<file path="config.mk">
export PLATFORM = sky130hd
export DESIGN_NAME = alu_sequencer
export DESIGN_NICKNAME = d
export VERILOG_FILES = /design/src/rtl/alu_pkg.sv /design/src/rtl/regfile4x8.sv /design/src/rtl/alu_sequencer.sv
export SDC_FILE = /design/constraint.sdc
export NUM_CORES = 1
export LEC_CHECK = 0
export BUFFER_PORTS_ARGS = -buffer_cell sky130_fd_sc_hd__buf_2
export CAP_MARGIN = 0
export CORE_MARGIN = 3
export CORE_UTILIZATION = 50
export DETAILED_ROUTE_END_ITERATION = 8
export GPL_TIMING_DRIVEN = 0
export PLACE_DENSITY = 0.83
export RECOVER_POWER = 50
export SETUP_SLACK_MARGIN = 0.1
export SYNTH_ARGS = -nofsm -noshare
export SYNTH_HDL_FRONTEND = slang
export SYNTH_HIERARCHICAL = 1
export SYNTH_SLANG_ARGS = --single-unit
</file>
<file path="constraint.sdc">
create_clock -name CLK -period 2.2 [get_ports CLK]
set_input_delay 0.44 -clock CLK [delete_from_list [all_inputs] [get_ports CLK]]
set_output_delay 0.44 -clock CLK [all_outputs]
set_load 0.01 [all_outputs]
</file>
<file path="src/rtl/alu_pkg.sv">
// Shared constants, opcode encodings and FSM state type for the ALU sequencer.
package alu_pkg;

    localparam int DATA_W  = 8;
    localparam int ADDR_W  = 6;
    localparam int INSTR_W = 9;
    localparam int OP_W    = 3;
    localparam int NUM_REGS = 4;

    localparam logic [OP_W-1:0] OP_NOP = 3'b000;
    localparam logic [OP_W-1:0] OP_ADD = 3'b001;
    localparam logic [OP_W-1:0] OP_SUB = 3'b010;
    localparam logic [OP_W-1:0] OP_AND = 3'b011;
    localparam logic [OP_W-1:0] OP_NOT = 3'b100;
    localparam logic [OP_W-1:0] OP_OR  = 3'b101;
    localparam logic [OP_W-1:0] OP_EQ  = 3'b110;
    localparam logic [OP_W-1:0] OP_BR  = 3'b111;

    localparam logic [ADDR_W-1:0] HALT_FIELD = 6'h3F;

    typedef enum logic [2:0] {
        ST_IDLE   = 3'd0,
        ST_FETCH  = 3'd1,
        ST_DECODE = 3'd2,
        ST_EXEC   = 3'd3,
        ST_WB     = 3'd4,
        ST_HALT   = 3'd5
    } state_t;

    // Only the ALU data ops produce a register result; NOP and BR do not.
    function automatic logic op_writes_rd(input logic [OP_W-1:0] op);
        return (op != OP_NOP) && (op != OP_BR);
    endfunction

    function automatic logic op_sets_carry(input logic [OP_W-1:0] op);
        return (op == OP_ADD) || (op == OP_SUB);
    endfunction

endpackage

</file>
<file path="src/rtl/regfile4x8.sv">
// Four 8-bit registers: two operand read ports, a debug read port and one
// synchronous write port, all cleared by the synchronous reset.
module regfile4x8
    import alu_pkg::*;
(
    input  logic              i_clk,
    input  logic              i_rst,
    input  logic              i_we,
    input  logic [1:0]        i_waddr,
    input  logic [DATA_W-1:0] i_wdata,
    input  logic [1:0]        i_raddr_a,
    input  logic [1:0]        i_raddr_b,
    input  logic [1:0]        i_dbg_sel,
    output logic [DATA_W-1:0] o_rdata_a,
    output logic [DATA_W-1:0] o_rdata_b,
    output logic [DATA_W-1:0] o_dbg_data
);

    logic [DATA_W-1:0] r_regs [0:NUM_REGS-1];

    // Register storage: clear on reset, otherwise single-port write
    always_ff @(posedge i_clk) begin
        if (i_rst) begin
            for (int i = 0; i < NUM_REGS; i++) begin
                r_regs[i] <= {DATA_W{1'b0}};
            end
        end else if (i_we) begin
            r_regs[i_waddr] <= i_wdata;
        end
    end

    assign o_rdata_a  = r_regs[i_raddr_a];
    assign o_rdata_b  = r_regs[i_raddr_b];
    assign o_dbg_data = r_regs[i_dbg_sel];

endmodule

</file>
<file path="src/rtl/alu_sequencer.sv">
// Fetch/decode/execute/writeback sequencer driving an external registered ALU;
// owns the PC, instruction register and the register file.
module alu_sequencer
    import alu_pkg::*;
(
    input  logic               CLK,
    input  logic               RST,
    input  logic               run,
    output logic [ADDR_W-1:0]  imem_addr,
    input  logic [INSTR_W-1:0] imem_data,
    output logic [DATA_W-1:0]  alu_a,
    output logic [DATA_W-1:0]  alu_b,
    output logic [ADDR_W-1:0]  alu_addr,
    output logic [OP_W-1:0]    alu_op,
    input  logic [DATA_W-1:0]  alu_out,
    input  logic               alu_co,
    input  logic               alu_eq,
    input  logic               alu_branch,
    output logic [ADDR_W-1:0]  pc,
    output logic               carry,
    output logic               halted,
    input  logic [1:0]         dbg_sel,
    output logic [DATA_W-1:0]  dbg_data
);

    state_t               r_state;
    logic [ADDR_W-1:0]    r_pc;
    logic [ADDR_W-1:0]    r_imem_addr;
    logic [INSTR_W-1:0]   r_ir;
    logic [DATA_W-1:0]    r_alu_a;
    logic [DATA_W-1:0]    r_alu_b;
    logic [ADDR_W-1:0]    r_alu_addr;
    logic [OP_W-1:0]      r_alu_op;
    logic                 r_carry;
    logic                 r_halted;

    logic [OP_W-1:0]      w_dec_op;
    logic [ADDR_W-1:0]    w_dec_field;
    logic                 w_dec_halt;
    logic [DATA_W-1:0]    w_rdata_a;
    logic [DATA_W-1:0]    w_rdata_b;
    logic                 w_we;
    logic [ADDR_W-1:0]    w_pc_next;
    logic                 w_unused;

    // Operand reads are addressed straight from the memory word during DECODE.
    assign w_dec_op    = imem_data[8:6];
    assign w_dec_field = imem_data[5:0];
    assign w_dec_halt  = (w_dec_op == OP_NOP) && (w_dec_field == HALT_FIELD);

    regfile4x8 u_regfile (
        .i_clk      (CLK),
        .i_rst      (RST),
        .i_we       (w_we),
        .i_waddr    (r_ir[5:4]),
        .i_wdata    (alu_out),
        .i_raddr_a  (imem_data[3:2]),
        .i_raddr_b  (imem_data[1:0]),
        .i_dbg_sel  (dbg_sel),
        .o_rdata_a  (w_rdata_a),
        .o_rdata_b  (w_rdata_b),
        .o_dbg_data (dbg_data)
    );

    // Writeback enable and next PC (branch target is the held alu_addr)
    always_comb begin
        w_we = 1'b0;
        if (r_state == ST_WB) begin
            w_we = op_writes_rd(r_ir[8:6]);
        end else begin
            w_we = 1'b0;
        end
        if (alu_branch) begin
            w_pc_next = r_alu_addr;
        end else begin
            w_pc_next = r_pc + 6'd1;
        end
    end

    // Sequencer FSM with registered memory and ALU-side outputs
    always_ff @(posedge CLK) begin
        if (RST) begin
            r_state     <= ST_IDLE;
            r_pc        <= {ADDR_W{1'b0}};
            r_imem_addr <= {ADDR_W{1'b0}};
            r_ir        <= {INSTR_W{1'b0}};
            r_alu_a     <= {DATA_W{1'b0}};
            r_alu_b     <= {DATA_W{1'b0}};
            r_alu_addr  <= {ADDR_W{1'b0}};
            r_alu_op    <= OP_NOP;
            r_carry     <= 1'b0;
            r_halted    <= 1'b0;
        end else begin
            case (r_state)
                ST_IDLE: begin
                    if (run) begin
                        r_imem_addr <= r_pc;
                        r_state     <= ST_FETCH;
                    end
                end
                ST_FETCH: begin
                    r_state <= ST_DECODE;
                end
                ST_DECODE: begin
                    r_ir <= imem_data;
                    if (w_dec_halt) begin
                        r_halted <= 1'b1;
                        r_state  <= ST_HALT;
                    end else begin
                        r_alu_op   <= w_dec_op;
                        r_alu_a    <= w_rdata_a;
                        r_alu_b    <= w_rdata_b;
                        r_alu_addr <= w_dec_field;
                        r_state    <= ST_EXEC;
                    end
                end
                ST_EXEC: begin
                    r_state <= ST_WB;
                end
                ST_WB: begin
                    if (op_sets_carry(r_ir[8:6])) begin
                        r_carry <= alu_co;
                    end
                    r_pc       <= w_pc_next;
                    r_alu_op   <= OP_NOP;
                    r_alu_a    <= {DATA_W{1'b0}};
                    r_alu_b    <= {DATA_W{1'b0}};
                    r_alu_addr <= {ADDR_W{1'b0}};
                    if (run) begin
                        r_imem_addr <= w_pc_next;
                        r_state     <= ST_FETCH;
                    end else begin
                        r_state <= ST_IDLE;
                    end
                end
                ST_HALT: begin
                    r_state <= ST_HALT;
                end
                default: begin
                    r_state <= ST_IDLE;
                end
            endcase
        end
    end

    assign w_unused  = ^{alu_eq, r_ir[3:0]};

    assign imem_addr = r_imem_addr;
    assign alu_a     = r_alu_a;
    assign alu_b     = r_alu_b;
    assign alu_addr  = r_alu_addr;
    assign alu_op    = r_alu_op;
    assign pc        = r_pc;
    assign carry     = r_carry;
    assign halted    = r_halted;

endmodule

</file>
==> flow_metrics.py, run 1 <==
metrics = {
    "run_status": {
        "status": "completed",
    },
    "logic_synthesis": {
        "yosys.area_share.adder": 0.00321,
        "synthMuxAreaShare": 0.146,
        "synth_simple_gate_area_frac": 0.204,
        "ys_ff_latch": 79,
        "synth_top_area_cell": "edfxtp_1",
        "synth_top_family_by_area": "simple AND/OR/NAND/NOR gates",
        "synth_compound_area_frac": 0.109,
        "ys.flop_type": "dfxtp_1",
        "syn_nets": 365,
        "synth_xor_area_frac": 0.00224,
        "synth_cell_type_count": 52,
        "syn-instance-count": 339,
        "synth_top_area_share": 0.246,
        "syn_area_per_cell_um2": 11.5,
        "yosys_warnings": 6,
        "yosysMostFrequentCell": "dfxtp_1",
        "yosys-top-cells-area": "edfxtp_1 25%, dfxtp_1 24%, mux4_2 14%",
        "yosysSeqAreaShare": 0.487,
        "synth_edf_count": 32,
        "netlist_area_um2": 3900,
        "synth_async_sr_flop_share": 0,
        "synth_commonest_cells": "47 x dfxtp_1, 44 x nand2_1, 33 x a21oi_1, 32 x edfxtp_1, 26 x and2_1",
    },
    "clocking": {
        "cts.sinks": 79,
        "cts_buffers": 9,
        "htree_levels": 3,
        "holdBufCountCts": 0,
        "root_buffer": "clkbuf_8",
        "cts_tree": "yes",
        "path_clk_slew_ns": 0.09,
        "clockBufferDepth": 2,
        "insertion_delay_ns": 0.35,
    },
    "timing": {
        "max_clock_freq_mhz": 526,
        "rsz0062_at_grt": "false",
        "slew_headroom": 0.573,
        "slew_viol_final": 0,
        "fin_hold_ws_ns": 0.326,
        "report.final.hold_viol_count": 0,
        "min_period_over_period": 0.864,
        "worstMarginPinSlew_ns": 0.637,
        "setup_viol": 0,
        "tns_ns": 0,
        "min_period_ns": 1.90,
        "worst_slack_ns": 0.299,
        "finClkSkew_ns": 0.0106,
    },
    "placement": {
        "hpwl_um": 7010,
        "gp_congestion": 0.893,
        "place_ws_ns": -0.795,
        "io_buffers": 68,
        "dp_cells": 506,
    },
    "critical_path": {
        "critPathKind": "flop to output pin",
        "worstPathRequired_ns": 1.76,
        "crit_fanout": 3,
        "worstSetupEndpointType": "output pin",
        "start_kind": "flop",
        "cp.arrival_ns": 1.46,
    },
    "cells_and_area": {
        "fin_cells": 525,
        "nNetsFinal": 447,
        "fin_util": 0.610,
        "synthToLayoutAreaGrowth_pct": 15.8,
        "num_antenna_cells": 0,
        "drive_above_1_share": 0.251,
    },
    "drt": {
        "routed_via_density": 5.70,
        "wl_per_cell_um": 18.0,
        "ant_nets": 0,
        "first_iter_violations": 194,
        "num_vias": 2990,
        "remaining_drc_errors": 0,
        "firstDrtPassIters": 4,
        "routed_wl_um": 9430,
    },
    "die": {
        "die_w_um": 94.3,
        "start_util": 0.527,
        "fp.coreArea_um2": 7410,
        "num_rows": 31,
        "fp.dieH_um": 94.3,
        "io-pin-count": 72,
        "die_area_um2": 8900,
    },
    "global_route": {
        "antenna_found_initial": 0,
        "grt_max_degree": 15,
        "grt_use_total": 0.223,
        "grt_pass1_wl_um": 15200,
        "grt_pass1_vias": 3102,
        "gr-total-overflow": 0,
    },
    "power": {
        "power_density_nw_per_um2": 667,
        "vdd.ir_drop.worst_v": 0.000320,
        "p_leak_nw": 1.61,
    },
    "min_path": {
        "hold_class": "input pin to flop",
    },
    "job": {
        "cap_viol_max_count": 0,
    },
}
## metrics by stage
| stage | instance area [um2] | total power, mW |
|---|---|---|
| 6_report | 4520 | 3.01 |
| 5_1_grt | 4520 | 3.12 |
| 4_1_cts | 4590 | 3.04 |
| 3_5_place_dp | 4370 | 2.03 |
| 3_3_place_gp | 4370 | 2.02 |
| 2_1_floorplan | 3900 | 1.90 |
## flip-flops by register name, summed over array words and instances, names as in the netlist, 5 cells and up
register	flops
alu_a	8
alu_addr	6
alu_b	8
imem_addr	6
pc	6
r_ir	5
u_regfile/r_regs	32
## layer usage
metal / wire, um / vias up / global-route usage
li1: - / 1413 / -
met1: 3710 / 1454 / 0.268
met2: 4940 / 107 / 0.391
met3: 628 / 16 / 0.0430
met4: 153 / 0 / 0.0939
met5: 0 / - / 0
## power by group
part | switching, mW | leakage, nW | internal (mW)
registers | 0.0505 | 0.711 | 1.58
logic | 0.207 | 0.802 | 0.165
clock network | 0.538 | 0.0946 | 0.477
total | 0.796 | 1.61 | 2.22
## critical path, cell delays in order (launching register included)
cell,delay [ns]
edfxtp_1,0.44
mux4_2,0.50
buf_2,0.16
## final cells by class
class	count	area, um2
Tap cell	99	124
Buffer	24	168
Multi-Input combinational cell	231	1820
Sequential cell	79	1900
Clock inverter	5	31.3
Timing Repair Buffer	71	309
Clock buffer	11	153
Inverter	5	18.8
Fill cell	606	2890
## worst paths after layout
path | from | endpoint | slack (ns) | depth (start not counted)
worst max-delay path | u_regfile/r_regs[2][4] | dbg_data[4] | 0.30 | 2
worst min-delay path | alu_co | carry | 0.33 | 3
worst min register to register | alu_b[0] | alu_b[0] | 0.46 | 2
worst max register to register | r_state[2] | u_regfile/r_regs[0][0] | 0.30 | 7
## logic make-up after synthesis
group                    count (synthesis)
AO/OA/AOI/OAI                           63
XOR/XNOR                                 1
adder cells (fa/ha/maj)                  1
buffers and inverters                   29
flip-flops                              79
multiplexers                            27
AND/OR/NAND/NOR                        139
## timing repair
| item | 4_1_cts | 5_1_grt |
|---|---|---|
| endpoints found under the setup margin | 64 | 24 |
| resized for setup | 6 | 0 |
| gates cloned | 0 | 0 |
| buffers inserted | 1 | 2 |
## layout by cell type (no fill, tap or decap), drive strengths merged, types with 2 or more instances in the layout
cell,instances
nor3b,3
or3b,2
and4bb,2
o31ai,5
nand3,17
clkbuf,64
nand3b,3
mux4,24
and3,2
o21ai,5
inv,6
nor2,16
nand4b,3
clkinv,3
a31o,2
and2,34
a211oi,5
o21a,2
or3,2
buf,42
nand2b,2
o21bai,2
dfxtp,47
a31oi,2
nand2,44
mux2i,3
a21oi,34
edfxtp,32
nor3,5
Power figures use the tool's default switching activity.
==> inputs of run 2 (changes only) <==
--- a/config.mk
+++ b/config.mk
@@ -5,8 +5,9 @@
 export SDC_FILE = /design/constraint.sdc
 export NUM_CORES = 1
 export LEC_CHECK = 0
-export BUFFER_PORTS_ARGS = -buffer_cell sky130_fd_sc_hd__buf_2
+export BUFFER_PORTS_ARGS = -buffer_cell sky130_fd_sc_hd__buf_4
 export CAP_MARGIN = 0
+export CORE_ASPECT_RATIO = 1.1
 export CORE_MARGIN = 3
 export CORE_UTILIZATION = 50
 export DETAILED_ROUTE_END_ITERATION = 8
==> run 2 against run 1 <==
Clock skew rose by 0.0029 ns. Via count fell by 0.77%. Critical path type is now flop to flop. Maximum frequency fell by 4.9%. Non-clock buffer count fell by 1. Sequential power barely moved. Sequential cell count did not move. Highest routed layer unchanged. Hold slack got worse by 0.0097 ns. Die area barely moved. Clock power rose by 11%. Largest cell class unchanged. First-iteration DRC count fell by 30%.
==> flow_metrics.py, run 2 (synthesis gave the netlist of run 1 again) <==
metrics = {
    "global_route": {
        "antenna_found_initial": 0,
        "gr-total-overflow": 0,
        "grt_pass1_vias": 3108,
        "grt_use_total": 0.215,
        "grt_pass1_wl_um": 15000,
        "grt_max_degree": 15,
    },
    "timing": {
        "min_period_over_period": 0.908,
        "report.final.hold_viol_count": 0,
        "min_period_ns": 2.00,
        "slew_headroom": 0.403,
        "rsz0062_at_grt": "false",
        "max_clock_freq_mhz": 501,
        "worstMarginPinSlew_ns": 0.888,
        "setup_viol": 0,
        "finClkSkew_ns": 0.0135,
        "slew_viol_final": 0,
    },
    "power": {
        "combPwrFrac": 0.123,
        "p_int_mw": 2.35,
        "seqPwrFrac": 0.517,
        "power_density_nw_per_um2": 683,
        "p_leak_nw": 1.63,
        "p_sw_frac": 0.253,
        "vdd.ir_drop.worst_v": 0.000308,
        "p_sw_mw": 0.794,
        "p_clk_frac": 0.360,
    },
    "cells_and_area": {
        "num_antenna_cells": 0,
        "drive_above_1_share": 0.248,
        "largest_reg_flops": 32,
        "largest-register": "u_regfile/r_regs",
        "fin_cells": 529,
        "final_common_cell": "clkbuf_1",
        "nNetsFinal": 446,
        "synthToLayoutAreaGrowth_pct": 17.9,
        "n_fill_cell": 645,
        "final_cell_mix": "51 x clkbuf_1, 47 x dfxtp_1, 44 x nand2_1",
        "fin_util": 0.612,
    },
    "critical_path": {
        "cp_slowest_cell": "nor3b_2",
        "crit_start": "r_state[1]",
        "reg2reg_slack_ns": 0.20,
        "cp.arrival_ns": 2.22,
        "path_cells": "nor3b_2, o31ai_1, buf_6, nand3_1, a21oi_1",
        "worstSetupEndpointType": "flop",
        "rr_endpoint": "alu_op[2]",
        "critPathKind": "flop to flop",
        "worstPathRequired_ns": 2.42,
        "r2r_cells": 5,
        "cp_num_cells": 5,
        "start_kind": "flop",
        "worst_path_dominant_cell_family": "simple AND/OR/NAND/NOR gates",
        "crit_end": "alu_op[2]",
        "crit_fanout": 10,
        "cpPeakStageDelay_ns": 0.59,
        "critical_path_buf_inv_count": 1,
        "rr_startpoint": "r_state[1]",
    },
    "die": {
        "die_w_um": 90.2,
        "fp.coreArea_um2": 7510,
        "io-pin-count": 72,
        "die_area_um2": 8900,
        "fp.dieH_um": 98.7,
        "num_rows": 33,
        "start_util": 0.519,
    },
    "clocking": {
        "root_buffer": "clkbuf_8",
        "cts_tree": "yes",
        "holdBufCountCts": 0,
        "cts.sinks": 79,
        "clockBufferDepth": 2,
        "insertion_delay_ns": 0.36,
        "htree_levels": 3,
        "cts_buffers": 9,
        "path_clk_slew_ns": 0.09,
    },
    "drt": {
        "routed_via_density": 5.61,
        "routed_wl_um": 9430,
        "wl_per_cell_um": 17.8,
        "remaining_drc_errors": 0,
        "firstDrtPassIters": 5,
        "first_iter_violations": 136,
        "ant_nets": 0,
        "num_vias": 2967,
    },
    "placement": {
        "io_buffers": 68,
        "gp_congestion": 0.923,
        "dp_cells": 512,
        "hpwl_um": 7210,
    },
    "run_status": {
        "status": "completed",
    },
    "min_path": {
        "hold_class": "input pin to flop",
    },
    "job": {
        "cap_viol_max_count": 0,
    },
}
## run 2: worst min-delay path by stage
stage / from / cells past startpoint / end / slack (ns)
2_1_floorplan: r_ir[8] / 2 / r_ir[8] / 0.47
3_3_place_gp: imem_addr[1] / 2 / imem_addr[1] / 0.45
3_5_place_dp: imem_addr[2] / 2 / imem_addr[2] / 0.45
4_1_cts: alu_co / 3 / carry / 0.32
5_1_grt: imem_data[4] / 3 / r_ir[4] / 0.34
6_report: alu_co / 3 / carry / 0.32
## run 2: final cells by class
class / count / area, um2 / area share
Timing Repair Buffer: 70 / 372 / 0.0808
Buffer: 24 / 168 / 0.0364
Multi-Input combinational cell: 231 / 1800 / 0.392
Clock inverter: 4 / 55.1 / 0.0120
Inverter: 5 / 18.8 / 0.00408
Sequential cell: 79 / 1900 / 0.413
Clock buffer: 11 / 153 / 0.0332
Tap cell: 105 / 131 / 0.0286
## run 2: per-layer routing
layer,track usage,vias up,routed length [um],share of wire
met3,0.0466,16,477,0.051
met5,0,-,0,0
met4,0.0966,0,192,0.020
met2,0.414,103,5240,0.56
li1,-,1402,-,-
met1,0.221,1446,3520,0.37
## run 2: what timing repair did
item,4_1_cts,5_1_grt
buffers inserted,1,1
cloned,0,0
gates resized for setup,6,0
endpoints found under the setup margin,64,24
## run 2: through the flow
stage	cell area (um2)	TNS, ns	setup WS (ns)	power [mW]	hold WS, ns
after CTS	4790	0	0.165	3.18	0.319
after global routing	4600	0	0.0890	3.25	0.340
final	4600	0	0.202	3.14	0.316
after detailed placement	4540	-18.56	-0.750	2.07	0.451
after global placement	4540	-12.60	-0.542	2.05	0.447
after floorplan	3900	-0.507	-0.0317	1.90	0.473
## run 2: power groups by stage
| stage | Sequential, mW | Clock (mW) | Combinational, mW |
|---|---|---|---|
| after floorplan | 1.65 | 0 | 0.244 |
| after global placement | 1.65 | 0 | 0.398 |
| after detailed placement | 1.66 | 0 | 0.410 |
| after CTS | 1.62 | 1.14 | 0.417 |
| after global routing | 1.63 | 1.20 | 0.418 |
| final | 1.62 | 1.13 | 0.387 |
## run 2: worst min-delay path: stages
cell and delay, ns:
buf_4 0.08, mux2i_1 0.06, nor2_1 0.07
==> inputs of run 3 (changes only) <==
==> constraint.sdc (replaced) <==
create_clock -name CLK -period 2.2 [get_ports CLK]
set_input_delay 0.11 -clock CLK [delete_from_list [all_inputs] [get_ports CLK]]
set_output_delay 0.11 -clock CLK [all_outputs]
set_load 0.01 [all_outputs]
==> run 3 against run 2 <==
First-iteration DRC count is 31% lower. Clock skew hardly changed. Combinational power is 2% lower. Largest power group unchanged. Clock-buffer cell count stayed put.
==> flow_metrics.py, run 3 (synthesis gave the netlist of run 1 again) <==
metrics = {
    "power": {
        "p_sw_mw": 0.787,
        "p_sw_frac": 0.252,
        "p_int_mw": 2.34,
        "vdd.ir_drop.worst_v": 0.000306,
        "power_density_nw_per_um2": 680,
        "p_clk_frac": 0.358,
        "combPwrFrac": 0.122,
        "p_total_mw": 3.13,
        "p_leak_nw": 1.60,
        "seqPwrFrac": 0.520,
    },
    "drt": {
        "firstDrtPassIters": 4,
        "routed_wl_um": 9410,
        "remaining_drc_errors": 0,
        "num_vias": 2941,
        "ant_nets": 0,
        "routed_via_density": 5.55,
        "first_iter_violations": 94,
        "wl_per_cell_um": 17.8,
    },
    "critical_path": {
        "start_kind": "flop",
        "crit_start": "r_state[1]",
        "critPathKind": "flop to flop",
        "crit_end": "alu_op[2]",
        "reg2reg_slack_ns": 0.20,
        "worstSetupEndpointType": "flop",
        "rr_startpoint": "r_state[1]",
        "rr_endpoint": "alu_op[2]",
        "crit_fanout": 10,
        "worstPathRequired_ns": 2.42,
        "r2r_cells": 5,
        "cp.arrival_ns": 2.22,
    },
    "cells_and_area": {
        "synthToLayoutAreaGrowth_pct": 17.8,
        "drive_above_1_share": 0.233,
        "n_fill_cell": 640,
        "largest_reg_flops": 32,
        "fin_area_um2": 4600,
        "largest-register": "u_regfile/r_regs",
        "final_cell_mix": "59 x clkbuf_1, 47 x dfxtp_1, 44 x nand2_1",
        "num_antenna_cells": 0,
        "nNetsFinal": 447,
        "final_common_cell": "clkbuf_1",
        "fin_util": 0.612,
        "fin_cells": 530,
    },
    "clocking": {
        "htree_levels": 3,
        "cts_buffers": 9,
        "clockBufferDepth": 2,
        "insertion_delay_ns": 0.36,
        "root_buffer": "clkbuf_8",
        "path_clk_slew_ns": 0.09,
        "cts.sinks": 79,
        "cts_tree": "yes",
    },
    "global_route": {
        "top_usage_layer": "met2",
        "grt_max_degree": 15,
        "grt_pass1_wl_um": 15000,
        "grt_use_total": 0.215,
        "gr-total-overflow": 0,
        "met2_usage": 0.414,
        "met1_usage": 0.221,
        "globalRouteMet3Util": 0.0466,
        "grt_pass1_vias": 3108,
        "antenna_found_initial": 0,
    },
    "timing": {
        "slew_headroom": 0.414,
        "rsz0062_at_grt": "false",
        "slew_viol_final": 0,
        "min_period_over_period": 0.909,
        "finClkSkew_ns": 0.0131,
        "max_clock_freq_mhz": 500,
        "report.final.hold_viol_count": 0,
        "worstMarginPinSlew_ns": 0.872,
        "setup_viol": 0,
        "min_period_ns": 2.00,
    },
    "min_path": {
        "hold_depth": 3,
        "hold_class": "input pin to flop",
        "hp-start": "imem_data[5]",
    },
    "placement": {
        "gp_congestion": 0.923,
        "dp_cells": 512,
        "hpwl_um": 7210,
        "post_dp_cell_area_um2": 4540,
        "io_buffers": 68,
    },
    "die": {
        "die_w_um": 90.2,
        "num_rows": 33,
        "start_util": 0.519,
        "fp.coreArea_um2": 7510,
        "io-pin-count": 72,
        "die_area_um2": 8900,
        "fp.dieH_um": 98.7,
    },
    "job": {
        "cap_viol_max_count": 0,
    },
    "run_status": {
        "status": "completed",
    },
}
run 3: final cells by class:
class	count	area, um2	share of cell area
Clock buffer	11	153	0.0332
Tap cell	105	131	0.0286
Clock inverter	4	55.1	0.0120
Multi-Input combinational cell	231	1820	0.395
Sequential cell	79	1900	0.414
Buffer	24	168	0.0365
Timing Repair Buffer	71	352	0.0765
Inverter	5	18.8	0.00408
run 3: worst max-delay path: stages, from the launching register on:
cell     delay (ns)
dfxtp_1        0.48
nor3b_2        0.60
o31ai_1        0.37
buf_6          0.24
nand3_1        0.09
a21oi_1        0.07
run 3: worst min path at each step:
stage,slack (ns),endpoint
finish,0.01,alu_addr[5]
global route,0.01,r_ir[4]
CTS,0.007,alu_addr[5]
detailed placement,0.36,carry
global placement,0.35,carry
floorplan,0.25,alu_addr[2]
run 3: through the flow:
stage          worst slack, ns  TNS [ns]  hold slack (ns)
2_1_floorplan          -0.0317    -0.507            0.246
3_3_place_gp            -0.542    -12.60            0.347
3_5_place_dp            -0.750    -18.56            0.361
4_1_cts                  0.165         0          0.00668
5_1_grt                  0.101         0           0.0105
6_report                 0.201         0          0.00950
run 3: power by group through the flow:
stage / clock network (mW) / logic, mW / registers [mW]
after detailed placement: 0 / 0.410 / 1.66
after global placement: 0 / 0.398 / 1.65
after global routing: 1.20 / 0.412 / 1.63
after floorplan: 0 / 0.244 / 1.65
after CTS: 1.14 / 0.419 / 1.62
final: 1.12 / 0.381 / 1.62
run 3: metal layers:
metal / routed length, um / share of wire
met3: 376 / 0.040
met4: 233 / 0.025
met2: 5220 / 0.55
met5: 0 / 0
met1: 3590 / 0.38
run 3: timing repair:
item | 4_1_cts | 5_1_grt
resized for setup | 6 | 0
endpoints found under the setup margin | 64 | 24
hold endpoints to repair | 1 | 0
setup buffers | 1 | 1
cloned | 0 | 0
hold buffers | 1 | 0
